File: src/rtl/dmem_host_ctrl.sv
// Host-side sequencer for port B of the MEM-stage data BRAM: single writes,
// fill bursts and read bursts, one access per cycle, locked out while the pipeline runs.
module dmem_host_ctrl #(
    parameter int ADDR_WIDTH = 8,
    parameter int DATA_WIDTH = 64,
    parameter int LEN_WIDTH  = 9
) (
    input  logic                  clk,
    input  logic                  reset,
    input  logic                  pipe_active,
    input  logic                  cmd_valid,
    output logic                  cmd_ready,
    input  logic [1:0]            cmd_op,
    input  logic [ADDR_WIDTH-1:0] cmd_addr,
    input  logic [LEN_WIDTH-1:0]  cmd_len,
    input  logic [DATA_WIDTH-1:0] cmd_wdata,
    output logic                  rsp_valid,
    output logic [DATA_WIDTH-1:0] rsp_data,
    output logic [ADDR_WIDTH-1:0] rsp_addr,
    output logic                  busy,
    output logic                  done,
    output logic                  err,
    output logic                  dmem_prog_en,
    output logic                  dmem_prog_we,
    output logic [ADDR_WIDTH-1:0] dmem_prog_addr,
    output logic [DATA_WIDTH-1:0] dmem_prog_wdata,
    input  logic [DATA_WIDTH-1:0] dmem_prog_rdata
);

    typedef enum logic [2:0] {IDLE, WRITE, FILL, READ, DRAIN} state_t;

    localparam logic [1:0]           OP_READ  = 2'd0;
    localparam logic [1:0]           OP_WRITE = 2'd1;
    localparam logic [1:0]           OP_FILL  = 2'd2;
    localparam logic [LEN_WIDTH-1:0] MAX_LEN  = LEN_WIDTH'(1 << ADDR_WIDTH);

    state_t                  state;
    logic [LEN_WIDTH-1:0]    remain;
    logic                    vld_p1;
    logic [ADDR_WIDTH-1:0]   addr_p1;
    logic                    accept;

    function automatic logic cmd_legal(input logic [1:0] op, input logic [LEN_WIDTH-1:0] len);
        case (op)
            OP_WRITE:         cmd_legal = 1'b1;
            OP_READ, OP_FILL: cmd_legal = (len != '0) && (len <= MAX_LEN);
            default:          cmd_legal = 1'b0;
        endcase
    endfunction

    assign cmd_ready = (state == IDLE) && !pipe_active && !reset;
    assign accept    = cmd_valid && cmd_ready;

    always_ff @(posedge clk) begin
        if (reset) begin
            state           <= IDLE;
            remain          <= '0;
            busy            <= 1'b0;
            done            <= 1'b0;
            err             <= 1'b0;
            dmem_prog_en    <= 1'b0;
            dmem_prog_we    <= 1'b0;
            dmem_prog_addr  <= '0;
            dmem_prog_wdata <= '0;
            vld_p1          <= 1'b0;
            addr_p1         <= '0;
            rsp_valid       <= 1'b0;
            rsp_data        <= '0;
            rsp_addr        <= '0;
        end else begin
            done <= 1'b0;
            err  <= 1'b0;

            // p1: BRAM is producing data for the read issued last cycle
            vld_p1  <= dmem_prog_en && !dmem_prog_we;
            addr_p1 <= dmem_prog_addr;

            // p2: capture read data; response fields hold between strobes
            rsp_valid <= vld_p1;
            if (vld_p1) begin
                rsp_data <= dmem_prog_rdata;
                rsp_addr <= addr_p1;
            end

            case (state)
                IDLE: begin
                    busy <= 1'b0;
                    if (accept) begin
                        if (!cmd_legal(cmd_op, cmd_len)) begin
                            err <= 1'b1;
                        end else begin
                            busy            <= 1'b1;
                            dmem_prog_en    <= 1'b1;
                            dmem_prog_we    <= (cmd_op != OP_READ);
                            dmem_prog_addr  <= cmd_addr;
                            dmem_prog_wdata <= (cmd_op != OP_READ) ? cmd_wdata : '0;
                            remain          <= (cmd_op == OP_WRITE) ? '0 : cmd_len - LEN_WIDTH'(1);
                            case (cmd_op)
                                OP_WRITE: state <= WRITE;
                                OP_FILL:  state <= FILL;
                                default:  state <= READ;
                            endcase
                        end
                    end
                end
                WRITE, FILL: begin
                    if (remain != '0) begin
                        dmem_prog_addr <= dmem_prog_addr + ADDR_WIDTH'(1);
                        remain         <= remain - LEN_WIDTH'(1);
                    end else begin
                        dmem_prog_en    <= 1'b0;
                        dmem_prog_we    <= 1'b0;
                        dmem_prog_addr  <= '0;
                        dmem_prog_wdata <= '0;
                        done            <= 1'b1;
                        state           <= IDLE;
                    end
                end
                READ: begin
                    if (remain != '0) begin
                        dmem_prog_addr <= dmem_prog_addr + ADDR_WIDTH'(1);
                        remain         <= remain - LEN_WIDTH'(1);
                    end else begin
                        dmem_prog_en   <= 1'b0;
                        dmem_prog_addr <= '0;
                        state          <= DRAIN;
                    end
                end
                DRAIN: begin
                    // The last read's response lands on the same edge as done.
                    done  <= 1'b1;
                    state <= IDLE;
                end
                default: state <= IDLE;
            endcase
        end
    end

endmodule

File: config.mk
export PLATFORM = sky130hd
export DESIGN_NAME = dmem_host_ctrl
export DESIGN_NICKNAME = d
export VERILOG_FILES = /design/src/rtl/dmem_host_ctrl.sv
export SDC_FILE = /design/constraint.sdc
export NUM_CORES = 1
export LEC_CHECK = 0
export BUFFER_PORTS_ARGS = -buffer_cell sky130_fd_sc_hd__buf_2
export CAP_MARGIN = 20
export CORE_MARGIN = 2
export CORE_UTILIZATION = 48
export DETAILED_ROUTE_END_ITERATION = 6
export MAX_ROUTING_LAYER = met4
export PLACE_DENSITY = 0.81
export SYNTH_ARGS = -nofsm -noshare
export SYNTH_HDL_FRONTEND = slang
export SYNTH_SLANG_ARGS = --single-unit
export TNS_END_PERCENT = 5
File: constraint.sdc
create_clock -name clk -period 2.8 [get_ports clk]
set_clock_uncertainty 0.15 [all_clocks]
set_input_delay 0.14 -clock clk [delete_from_list [all_inputs] [get_ports clk]]
set_output_delay 0.14 -clock clk [all_outputs]
set_load 0.01 [all_outputs]
* Word-level counts from Yosys, hierarchy flattened *
Cells that the tools add are included.

word-level totals
  bits in registers = 171
  bits of input ports = 151
  output and inout bits = 151

cells by class
  add/subtract/negate cells = 3
  multiplexer cells = 36
  bitwise operators = 2
  $lt $le $gt $ge = 1
  reductions and logical operators = 24
  equality and inequality tests = 12

operators by type and width
  cell                   number
  $mux W64               4
  $pmux W64 S2           1
  $mux W9                4
  $mux W8                3
  $pmux W9 S2            1
  $reduce_bool A9 Y1     2
  $sub A9 B1 Y9 const B  2
  $pmux W8 S2            1
  $reduce_and A4 Y1      4
  $mux W1                12
  $mux W3                4
  $le A9 B9 Y1 const B   1
  $pmux W3 S3            1
  $add A8 B1 Y8 const B  1
  $ne A2 B2 Y1 const B   4
  $pmux W1 S2            4
  $eq A3 B2 Y1 const B   2
  $reduce_bool A2 Y1     3
  $reduce_or A3 Y1       2
  $logic_and A1 B1 Y1    5
  $ne A2 B1 Y1 const B   2
  $pmux W2 S2            1
  $reduce_or A2 Y1       2
  $eq A3 B1 Y1 const B   1
  8 further kinds        11

* Depth between registers and ports, before layout *
  word-level depth = 10
  gate-level depth with buffers = 9
  gate-level depth less buffers = 7

* Worst setup path before layout *
No wires, ideal clock.

  path type = reg-to-reg
  from = register remain[0]
  to = register dmem_prog_wdata[57]
  stages on the path, launching flop included = 10
  setup slack = 629 ps
  library setup time = 116 ps
  buffers on the path = 2
  required time = 2534 ps
  arrival = 1906 ps
  cell sequence = dfxtp_1 inv_1 ha_1 nor3b_2 nand3_1 nor3_2 buf_2 buf_2 nor4b_1 a31o_1

between the ends
  longest elaborated chain between the ends = 3

RTL lines
  what                         line  source
  start: declaration           38    logic [LEN_WIDTH-1:0] remain;
  start signal: assignment     97    remain <= (cmd_op == OP_WRITE) ? '0 : cmd_len - LEN_WIDTH'(1);
  start signal: assignment     109   remain <= remain - LEN_WIDTH'(1);
  start signal: assignment     122   remain <= remain - LEN_WIDTH'(1);
  $reduce_bool A9 Y1           107   if (remain != '0) begin
  $ne A2 B2 Y1 (no line)       -
  $reduce_and A4 Y1 (no line)  -
  end signal: assignment       96    dmem_prog_wdata <= (cmd_op != OP_READ) ? cmd_wdata : '0;
  end: declaration             26    output logic [DATA_WIDTH-1:0] dmem_prog_wdata,

Every way passes these cells.
A chain may end at the register's enable or synchronous reset.

* Final worst setup path *
  from = register remain[0]
  to = register dmem_prog_wdata[41]

Same word-level chain as after synthesis.

==> summary.md <==
| Metric | Value |
|---|---|
| Synth Area per Inst | 10.1 um2 |
| Outcome | completed |
| Syn nets | 845 |
| Critical Path Start | remain[0] |
| Pwr/cell area | 521 nW/um2 |
| Die width | 125 um |
| Number of synthesized flops with an enable pin | 0 |
| Layout Cells excl Fill | 1,308 |
| DRT iter0 DRCs | 632 |
| Minimum clock period | 2310 ps |
| Final Cycle Share | 82.6% |
| Leading area contributor after synthesis | dfxtp_1 |
| Gr ovfl total | 0 |
| Ratio of cells with drive above 1 in the final layout | 32.5% |
| Largest net degree at the start of global routing | 97 |
| Max-capacitance violation count | 0 |
| Setup bufs post-CTS | 0 |
| Fmax | 433 MHz |
| Final ANT Viol Nets | 0 |
| Root buffer cell | clkbuf_16 |
| Count of cell types in the netlist | 55 |
| Count of state elements after synthesis | 171 |
| Area of the mapped netlist | 7000 um2 |
| Antenna violations before repair | 4 |
| Number of buffers added on ports | 301 |
| Wire length per cell | 19.7 um |
| Synth top area share | 48.9% |
| Reg2Reg Setup Slack | 490 ps |
| Post-DP HPWL | 14.6 mm |
| Top cells by area, synth | dfxtp_1 (49%), mux2i_1 (10%), a31o_1 (8.0%), nor4b_1 (8.0%), nor2_1 (5.0%) |
| Post-synth top cells | dfxtp_1 (171), nor2_1 (93), mux2i_1 (72), a31o_1 (64), nor4b_1 (64) |
| Top fanout value on the critical path | 31 |
| Initial Util | 48.7% |
| Chip height | 125 um |
| DR pass1 iterations | 5 |
| # rows | 44 |
| Skew-Pair Late Insertion Delay | 420 ps |
| Setup crit start kind | register |
| Syn Inst Count | 690 |
| Syn-to-layout area delta | 52.0% |
| Ys async rst share | 0% |
| Vias in the first global route | 7,684 |
| Static Leak | 4.59 nW |
| HP Start | cmd_len[7] |
| CP Class | register to register |
| H-tree levels | 4 |
| Worst hold-check path type | input port to register |
| Peak VDD IR | 386 uV |
| Unrepaired setup endpoints after global routing | no |
| TNS Setup | 0 ps |
| R2r startpoint | remain[0] |
| I/O Pins | 302 |
| Post-Route WL | 25.8 mm |
| Core area | 14,400 um2 |
| WP data required | 2960 ps |
| CTS Buffer Depth | 2 |
| Nets | 1,262 |
| Clock buffer count from CTS | 17 |
| Die area | 15,600 um2 |
| DR vias | 7,460 |
| Synthesis Warnings | 0 |
| Cells after DPL | 1,134 |
| Crit path capture type | register |
| Clock Sinks | 171 |
| Seq/Total Area, Yosys | 48.9% |
| Slew headroom | 34.7% |
| Post-synth top flop | dfxtp_1 |
| Final Hold Fails | 0 |
| DR vias/cell | 5.70 |
| Arr. time, crit path | 2470 ps |
| Fin. max-slew vios | 0 |
| Placer Congestion | 0.897 |
| DRC | 0 |
| Global-route wire length before repair | 40.5 mm |
| Count leader, synth | dfxtp_1 |
| Tightest Pin Transition | 980 ps |
| GRT Overall Usage | 33.3% |
| # setup viols final | 0 |
| CTS tree | done |
| Clock Pin Slew Worst Setup and Hold Paths | 70 ps |
## cell usage in the layout, fill, tap and decap left out, types with 15 or more instances in the layout
cell / netlist / layout
buf_2: 12 / 300
dfxtp_1: 171 / 170
dlygate4sd3_1: 0 / 138
nor2_1: 93 / 93
mux2i_1: 72 / 72
nor4b_1: 64 / 64
a31o_1: 64 / 64
a21oi_1: 17 / 17
clkbuf_16: 0 / 17
buf_4: 1 / 16
nand3_1: 15 / 15
## state kept, by name (all words and copies together) (netlist names)
signal / cells
rsp_data: 64
rsp_addr: 8
vld_p1: 1
dmem_prog_en: 1
remain: 9
addr_p1: 8
state: 3
dmem_prog_we: 1
busy: 1
dmem_prog_addr: 8
rsp_valid: 1
done: 1
dmem_prog_wdata: 64
err: 1
## final cells by class
| cell class | instances | area [um2] |
|---|---|---|
| antenna | 4 | 10.0 |
| fill | 895 | 3730 |
| inverter | 10 | 37.5 |
| timing repair buffer | 459 | 3100 |
| clock inverter | 14 | 134 |
| sequential | 171 | 3430 |
| clock buffer | 18 | 439 |
| tap | 184 | 230 |
| multi-input combinational | 448 | 3260 |
## routing by layer
layer | up-vias | global-route usage (%) | part of all wire, %
met5 | - | - | 0
li1 | 3386 | - | -
met4 | 0 | 18.5 | 5.6
met2 | 441 | 54.5 | 48
met3 | 100 | 7.04 | 8.2
met1 | 3533 | 37.9 | 38
## critical path, cell delays in order (launching register included)
cell     delay (ps)
dfxtp_1         430
inv_1           110
ha_1            220
nor3b_2         160
nand3_1         190
nor3_4           80
or2_2           320
buf_4           260
a31o_1          270
## metrics by stage
| stage | utilization (%) | instance area (um2) | power (W) | setup slack [ps] | hold WS, ps |
|---|---|---|---|---|---|
| global placement | 60.4 | 8680 | 0.00309 | 589 | 207 |
| global route | 74.1 | 10600 | 0.00570 | 321 | 42.8 |
| CTS | 74.0 | 10600 | 0.00552 | 527 | 13.9 |
| detailed placement | 60.4 | 8680 | 0.00310 | 540 | 213 |
| floorplan | - | 7000 | 0.00286 | 629 | 125 |
| finish | 74.1 | 10600 | 0.00554 | 488 | 29.1 |
## path summary, 6_finish.rpt
check | endpoint | cells after the start
worst max-delay path | dmem_prog_wdata[41] | 8
worst min-delay path | remain[7] | 4
worst max register to register | dmem_prog_wdata[41] | 8
worst min register to register | rsp_addr[7] | 2
## repair_timing
action | in CTS | in global routing
resized for setup | 0 | 0
endpoints found under the hold margin | 137 | 0
hold buffers | 138 | 0
## power breakdown
part           internal [W]  switching [W]  leakage (nW)  total, W
Clock               0.00127        0.00104         0.273   0.00231
Sequential          0.00249      0.0000454          1.38   0.00253
Combinational      0.000358       0.000343          2.94  0.000701
## cell families (layout without fill, tap and decap cells)
| kind of cell | count (synthesis) | count (layout) | synth area share, % |
|---|---|---|---|
| compound gates | 135 | 135 | 15.1 |
| xor+xnor | 11 | 11 | 1.38 |
| fa+ha+maj | 4 | 4 | 0.715 |
| buf+inv | 71 | 501 | 4.61 |
| flops | 171 | 171 | 48.9 |
| mux | 72 | 72 | 10.3 |
| other cells | 0 | 4 | 0 |
| simple gates | 226 | 226 | 19.0 |
No activity file was read; power rests on OpenSTA's default activity.
